===== src/rtl/tube_pkg.sv =====
// Shared types and constants for the host-side read path of the parasite-to-host FIFO group.
package tube_pkg;

    localparam int NREG          = 4;
    localparam int STAT_LOW_BITS = 6;

    localparam logic [2:0] CTRL_ADDR = 3'b000;
    localparam int         DATA_BIT  = 0;

    localparam int STAT_AVAIL = 7;
    localparam int STAT_NFULL = 6;

    typedef enum logic [1:0] {
        IDLE,
        SEL,
        RESP
    } state_t;

    typedef struct packed {
        logic [1:0] idx;
        logic       is_data;
    } req_t;

    function automatic logic [NREG-1:0] onehot(input logic [1:0] idx);
        onehot      = '0;
        onehot[idx] = 1'b1;
    endfunction

endpackage


===== src/rtl/ph_ctrl_reg.sv =====
// Host control register with set/clear writes and the optional interrupt.
// Interrupt generation is enabled by defining PH_HOSTREAD_IRQ_EN.
module ph_ctrl_reg
    import tube_pkg::*;
(
    input  logic                     clk,
    input  logic                     rst,
    input  logic                     wr_en,
    input  logic [7:0]               wdata,
    input  logic                     irq_src,
    output logic [STAT_LOW_BITS-1:0] ctrl,
    output logic                     irq
);

    logic [STAT_LOW_BITS-1:0] ctrl_nxt;
    logic                     wdata_unused;

    assign wdata_unused = wdata[6];

    // Bit 7 picks set or clear; the low bits select which flags are touched.
    always_comb begin
        ctrl_nxt = ctrl;
        if (wr_en) begin
            if (wdata[7])
                ctrl_nxt = ctrl | wdata[STAT_LOW_BITS-1:0];
            else
                ctrl_nxt = ctrl & ~wdata[STAT_LOW_BITS-1:0];
        end
    end

    always_ff @(posedge clk) begin
        if (rst)
            ctrl <= '0;
        else
            ctrl <= ctrl_nxt;
    end

`ifdef PH_HOSTREAD_IRQ_EN
    // Using the next ctrl value lets a clearing write drop the irq on the same edge.
    always_ff @(posedge clk) begin
        if (rst)
            irq <= 1'b0;
        else
            irq <= ctrl_nxt[0] & irq_src;
    end
`else
    logic irq_src_unused;
    assign irq_src_unused = irq_src;
    assign irq            = 1'b0;
`endif

endmodule


===== src/rtl/ph_hostread_ctl.sv =====
// Host read sequencer: decodes host reads into select/pop, returns data or status two edges later.
// Optional interrupt output is enabled by defining PH_HOSTREAD_IRQ_EN.
module ph_hostread_ctl
    import tube_pkg::*;
(
    input  logic            h_phi2,
    input  logic            h_rst,
    input  logic            h_cs,
    input  logic            h_rdnw,
    input  logic [2:0]      h_addr,
    input  logic [7:0]      h_din,
    input  logic [7:0]      ph_data,
    input  logic [NREG-1:0] ph_avail,
    input  logic [NREG-1:0] hp_full,
    output logic [NREG-1:0] ph_select,
    output logic            ph_rd,
    output logic [7:0]      h_dout,
    output logic            h_dout_valid,
    output logic            h_busy,
    output logic            h_irq
);

    state_t                   state;
    req_t                     req;
    logic [STAT_LOW_BITS-1:0] ctrl;
    logic                     ctrl_wr;
    logic [7:0]               status_byte;

    assign ctrl_wr = (state == IDLE) && h_cs && !h_rdnw && (h_addr == CTRL_ADDR);
    assign h_busy  = (state != IDLE);

    // Live ph_avail gates the pop so an empty register is never popped.
    assign ph_rd = (state == SEL) && req.is_data && ph_avail[req.idx];

    always_comb begin
        status_byte                      = '0;
        status_byte[STAT_AVAIL]          = ph_avail[req.idx];
        status_byte[STAT_NFULL]          = ~hp_full[req.idx];
        status_byte[STAT_LOW_BITS-1:0]   = ctrl;
    end

    always_ff @(posedge h_phi2) begin
        if (h_rst) begin
            state        <= IDLE;
            req          <= '0;
            ph_select    <= '0;
            h_dout       <= '0;
            h_dout_valid <= 1'b0;
        end else begin
            h_dout_valid <= 1'b0;
            case (state)
                IDLE: begin
                    if (h_cs && h_rdnw) begin
                        req       <= '{idx: h_addr[2:1], is_data: h_addr[DATA_BIT]};
                        ph_select <= onehot(h_addr[2:1]);
                        state     <= SEL;
                    end
                end
                SEL: begin
                    state <= RESP;
                end
                RESP: begin
                    // ph_select is still held here, so ph_data reflects the selected register.
                    h_dout       <= req.is_data ? ph_data : status_byte;
                    h_dout_valid <= 1'b1;
                    ph_select    <= '0;
                    state        <= IDLE;
                end
                default: begin
                    state     <= IDLE;
                    ph_select <= '0;
                end
            endcase
        end
    end

    ph_ctrl_reg u_ctrl (
        .clk     (h_phi2),
        .rst     (h_rst),
        .wr_en   (ctrl_wr),
        .wdata   (h_din),
        .irq_src (ph_avail[NREG-1]),
        .ctrl    (ctrl),
        .irq     (h_irq)
    );

endmodule

===== config.mk =====
export PLATFORM = sky130hd
export DESIGN_NAME = ph_hostread_ctl
export DESIGN_NICKNAME = d
export VERILOG_FILES = /design/src/rtl/tube_pkg.sv /design/src/rtl/ph_ctrl_reg.sv /design/src/rtl/ph_hostread_ctl.sv
export SDC_FILE = /design/constraint.sdc
export NUM_CORES = 1
export LEC_CHECK = 0
export BUFFER_PORTS_ARGS = -buffer_cell sky130_fd_sc_hd__buf_2
export CAP_MARGIN = 10
export CELL_PAD_IN_SITES_DETAIL_PLACEMENT = 1
export CELL_PAD_IN_SITES_GLOBAL_PLACEMENT = 1
export CORE_ASPECT_RATIO = 1.25
export CORE_MARGIN = 2
export CORE_UTILIZATION = 36
export CTS_CLUSTER_SIZE = 20
export DETAILED_ROUTE_END_ITERATION = 6
export PLACE_DENSITY = 0.79
export SLEW_MARGIN = 20
export SYNTH_ARGS = -nofsm -noshare
export SYNTH_HDL_FRONTEND = slang
export SYNTH_HIERARCHICAL = 1
export SYNTH_SLANG_ARGS = --single-unit
export TNS_END_PERCENT = 50

===== constraint.sdc =====
create_clock -name h_phi2 -period 3.8 [get_ports h_phi2]
set_input_delay 0 -clock h_phi2 [delete_from_list [all_inputs] [get_ports h_phi2]]
set_output_delay 0 -clock h_phi2 [all_outputs]
set_load 0.01 [all_outputs]

==> metrics <==
Synth Cell Area=approximately 1100 um^2; initial antenna violation count=0; source-to-sink clock delay at the later pin of the worst-skew pair=roughly 0.32 ns; Tmin final=around 2.3 ns; r2r startpoint=state[0]; number of synthesized register bits=24; power density normalized to cell area=about 340 nW/um^2; H-tree depth=1; worst min-delay path category=in2reg; most common flop cell mapped by yosys=sky130_fd_sc_hd__dfxtp_1; floorplan die height=65.4 um; number of vias per cell after detailed routing=between 5 and 6; # placed instances=roughly 180; average routed wire per standard cell=between 10 and 15 um; area share of the leading cell type in the synthesized netlist=between 40 and 50%; non-filler instance count after layout=about 200; number of clock sinks=24; final setup skew=0.0124 ns; die area=3470 um^2; overall track demand over capacity in global routing=18.0%; post-layout util=51.8%; worst ir drop on vdd=between 200 and 250 uV; Setup crit end kind=flop; library cell with the largest summed area after synthesis=sky130_fd_sc_hd__dfxtp_1; global placer's final weighted congestion=roughly 0.69; cell with the most instances after synthesis=sky130_fd_sc_hd__dfxtp_1; wire length of the first global-routing pass=between 4000 and 5000 um; post-synthesis instance total=about 110; number of port buffers=between 40 and 50; Hold Path Depth=3; total wire length after detailed routing=just under 3000 um; YS warnings=6; layout cell share with drive strength beyond 1=between 30% and 40%; part of the Yosys area used for sequential elements=between 40% and 50%; CTS tree=built; Period Utilization, post-route=about 61%; Leakage Power=0.600 nW; # setup viols final=0; max-cap violation count=0; leading cell types by count after synthesis=sky130_fd_sc_hd__dfxtp_1, sky130_fd_sc_hd__nor2_1, sky130_fd_sc_hd__mux2i_1; Reg clk slew, reported paths=roughly 0.14 ns; number of global-route vias before repair=1100; remaining design rule violation count=0; syn nets=between 100 and 150; setup repair after global routing missed its margin=false; share of flip-flops with an asynchronous set or reset after synthesis=0%; synthesized area divided by synthesized cell count=9.95 um^2; result of the run=finished clean; number of placement rows=22; total chip power=517 uW; HPWL after detailed placement=a little over 2000 um; nature of the critical path startpoint=flop; Net count, final=197; master cell of the clock root buffer=sky130_fd_sc_hd__clkbuf_4; Worst Tran Pin Value=0.688 ns; vias after detailed routing=1030; cells on worst reg2reg path=5; total negative setup slack=0 ns; filler instances=roughly 350; Setup Crit Path Kind=reg2reg; Hold Vio Cnt, Final=0; Arrival @ worst endpoint=approximately 2.6 ns; cts bufs inserted=3; cell area after placement=between 1000 and 1500 um^2; number of antenna-violating nets in the routed design=0; number of pins exceeding their max-slew limit in the final report=0; pin count of the biggest net entering global routing=25; I/O pin count=47; starting density of the core=between 30% and 40%; required time of the critical path=4.06 ns; leading post-synthesis cells by cell area=sky130_fd_sc_hd__dfxtp_1, sky130_fd_sc_hd__mux2i_1, sky130_fd_sc_hd__nor2_1; core region area=between 2000 and 3000 um^2; diodes inserted=0; end point of the most critical hold path=req[2]; Worst Hold Launch=h_addr[2]; flop2flop setup slack=roughly 1.5 ns; relative max-transition margin=54.1%; GRT overflow=0; area overhead of the layout relative to synthesis=39.2%; number of enable-type register cells in the synthesized netlist=0; number of optimization iterations in the first detailed-route pass=4; width of the die=approximately 53 um; initial detailed-routing violation count=16; maximum fanout encountered on the critical timing path=12; library cells used by synthesis=28; # Post-CTS Setup Buffers=0; buffer depth of the longest clock path=2; final std cell area, no fill=about 1500 um^2; maximum achievable frequency=approximately 430 MHz
cell usage in the layout, fill, tap and decap left out:
cell type and n:
sky130_fd_sc_hd__inv_1 1, sky130_fd_sc_hd__a311oi_1 1, sky130_fd_sc_hd__a211oi_1 6, sky130_fd_sc_hd__a21bo_1 4, sky130_fd_sc_hd__mux2i_1 12, sky130_fd_sc_hd__or2_1 1, sky130_fd_sc_hd__nand3_1 9, sky130_fd_sc_hd__a21oi_1 8
sky130_fd_sc_hd__nor3b_1 1, sky130_fd_sc_hd__clkbuf_4 3, sky130_fd_sc_hd__mux4_2 1, sky130_fd_sc_hd__a211oi_2 1, sky130_fd_sc_hd__bufinv_16 1, sky130_fd_sc_hd__and4_1 1, sky130_fd_sc_hd__nor2_1 15, sky130_fd_sc_hd__a22oi_1 1
sky130_fd_sc_hd__buf_2 44, sky130_fd_sc_hd__nor4bb_4 1, sky130_fd_sc_hd__nor4bb_1 1, sky130_fd_sc_hd__a32oi_1 2, sky130_fd_sc_hd__dfxtp_1 24, sky130_fd_sc_hd__a21bo_2 2, sky130_fd_sc_hd__buf_4 1, sky130_fd_sc_hd__nor2b_2 1
sky130_fd_sc_hd__nor2b_1 2, sky130_fd_sc_hd__nor3_1 2, sky130_fd_sc_hd__conb_1 1, sky130_fd_sc_hd__dlygate4sd3_1 15, sky130_fd_sc_hd__nand3b_1 3
how the worst max path moves through the flow:
stage	start	endpoint	slack [ns]	depth (start not counted)
4_1_cts	state[0]	flop	1.23	5
3_5_place_dp	state[0]	flop	1.77	4
3_3_place_gp	state[0]	flop	1.87	4
5_1_grt	state[0]	flop	1.29	5
2_1_floorplan	state[0]	flop	2.28	5
6_report	state[0]	flop	1.48	5
worst max-delay path, stage by stage (launching register included):
cell and delay [ns]:
sky130_fd_sc_hd__dfxtp_1 0.38, sky130_fd_sc_hd__or2_1 0.30, sky130_fd_sc_hd__nor4bb_4 0.67, sky130_fd_sc_hd__nand3_1 0.17, sky130_fd_sc_hd__dlygate4sd3_1 0.61, sky130_fd_sc_hd__a21oi_1 0.13
repair_timing:
action	4_1_cts	5_1_grt
hold endpoints to repair	9	0
resized for setup	0	0
hold buffers	15	0
through the flow:
step	worst slack (ns)	hold WS (ns)
floorplan	2.28	0.0691
global placement	1.87	0.279
detailed placement	1.77	0.294
CTS	1.23	0.00328
global route	1.29	0.0195
finish	1.48	0.0121
layout make-up:
class | instances | area, um^2 | area share, %
clock inverters | 1 | 30.0 | 1.99
inverters | 1 | 3.75 | 0.249
clock buffers | 3 | 22.5 | 1.49
repair buffers | 60 | 378 | 25.0
flip-flops and latches | 24 | 480 | 31.8
well taps | 36 | 45.0 | 2.98
multi-input cells | 76 | 551 | 36.5
cell families after synthesis:
group	share of synthesized area, %
and+or+nand+nor	18.0
AOI/OAI and AO/OA	17.6
DFF	44.3
muxes	13.1
buffers and inverters	6.57
other	0.346
metal layers:
metal / part of all wire [%] / global-route usage (%)
met1: 39 / 19.1
met2: 54 / 35.2
met3: 5.5 / 2.27
met4: 1.3 / 5.77
met5: 0 / 0
power breakdown:
group          internal (mW)  switching (mW)
clock                  0.107          0.0767
combinational         0.0359          0.0320
sequential             0.259         0.00718
total                  0.401           0.116
Power figures use the tool's default switching activity.
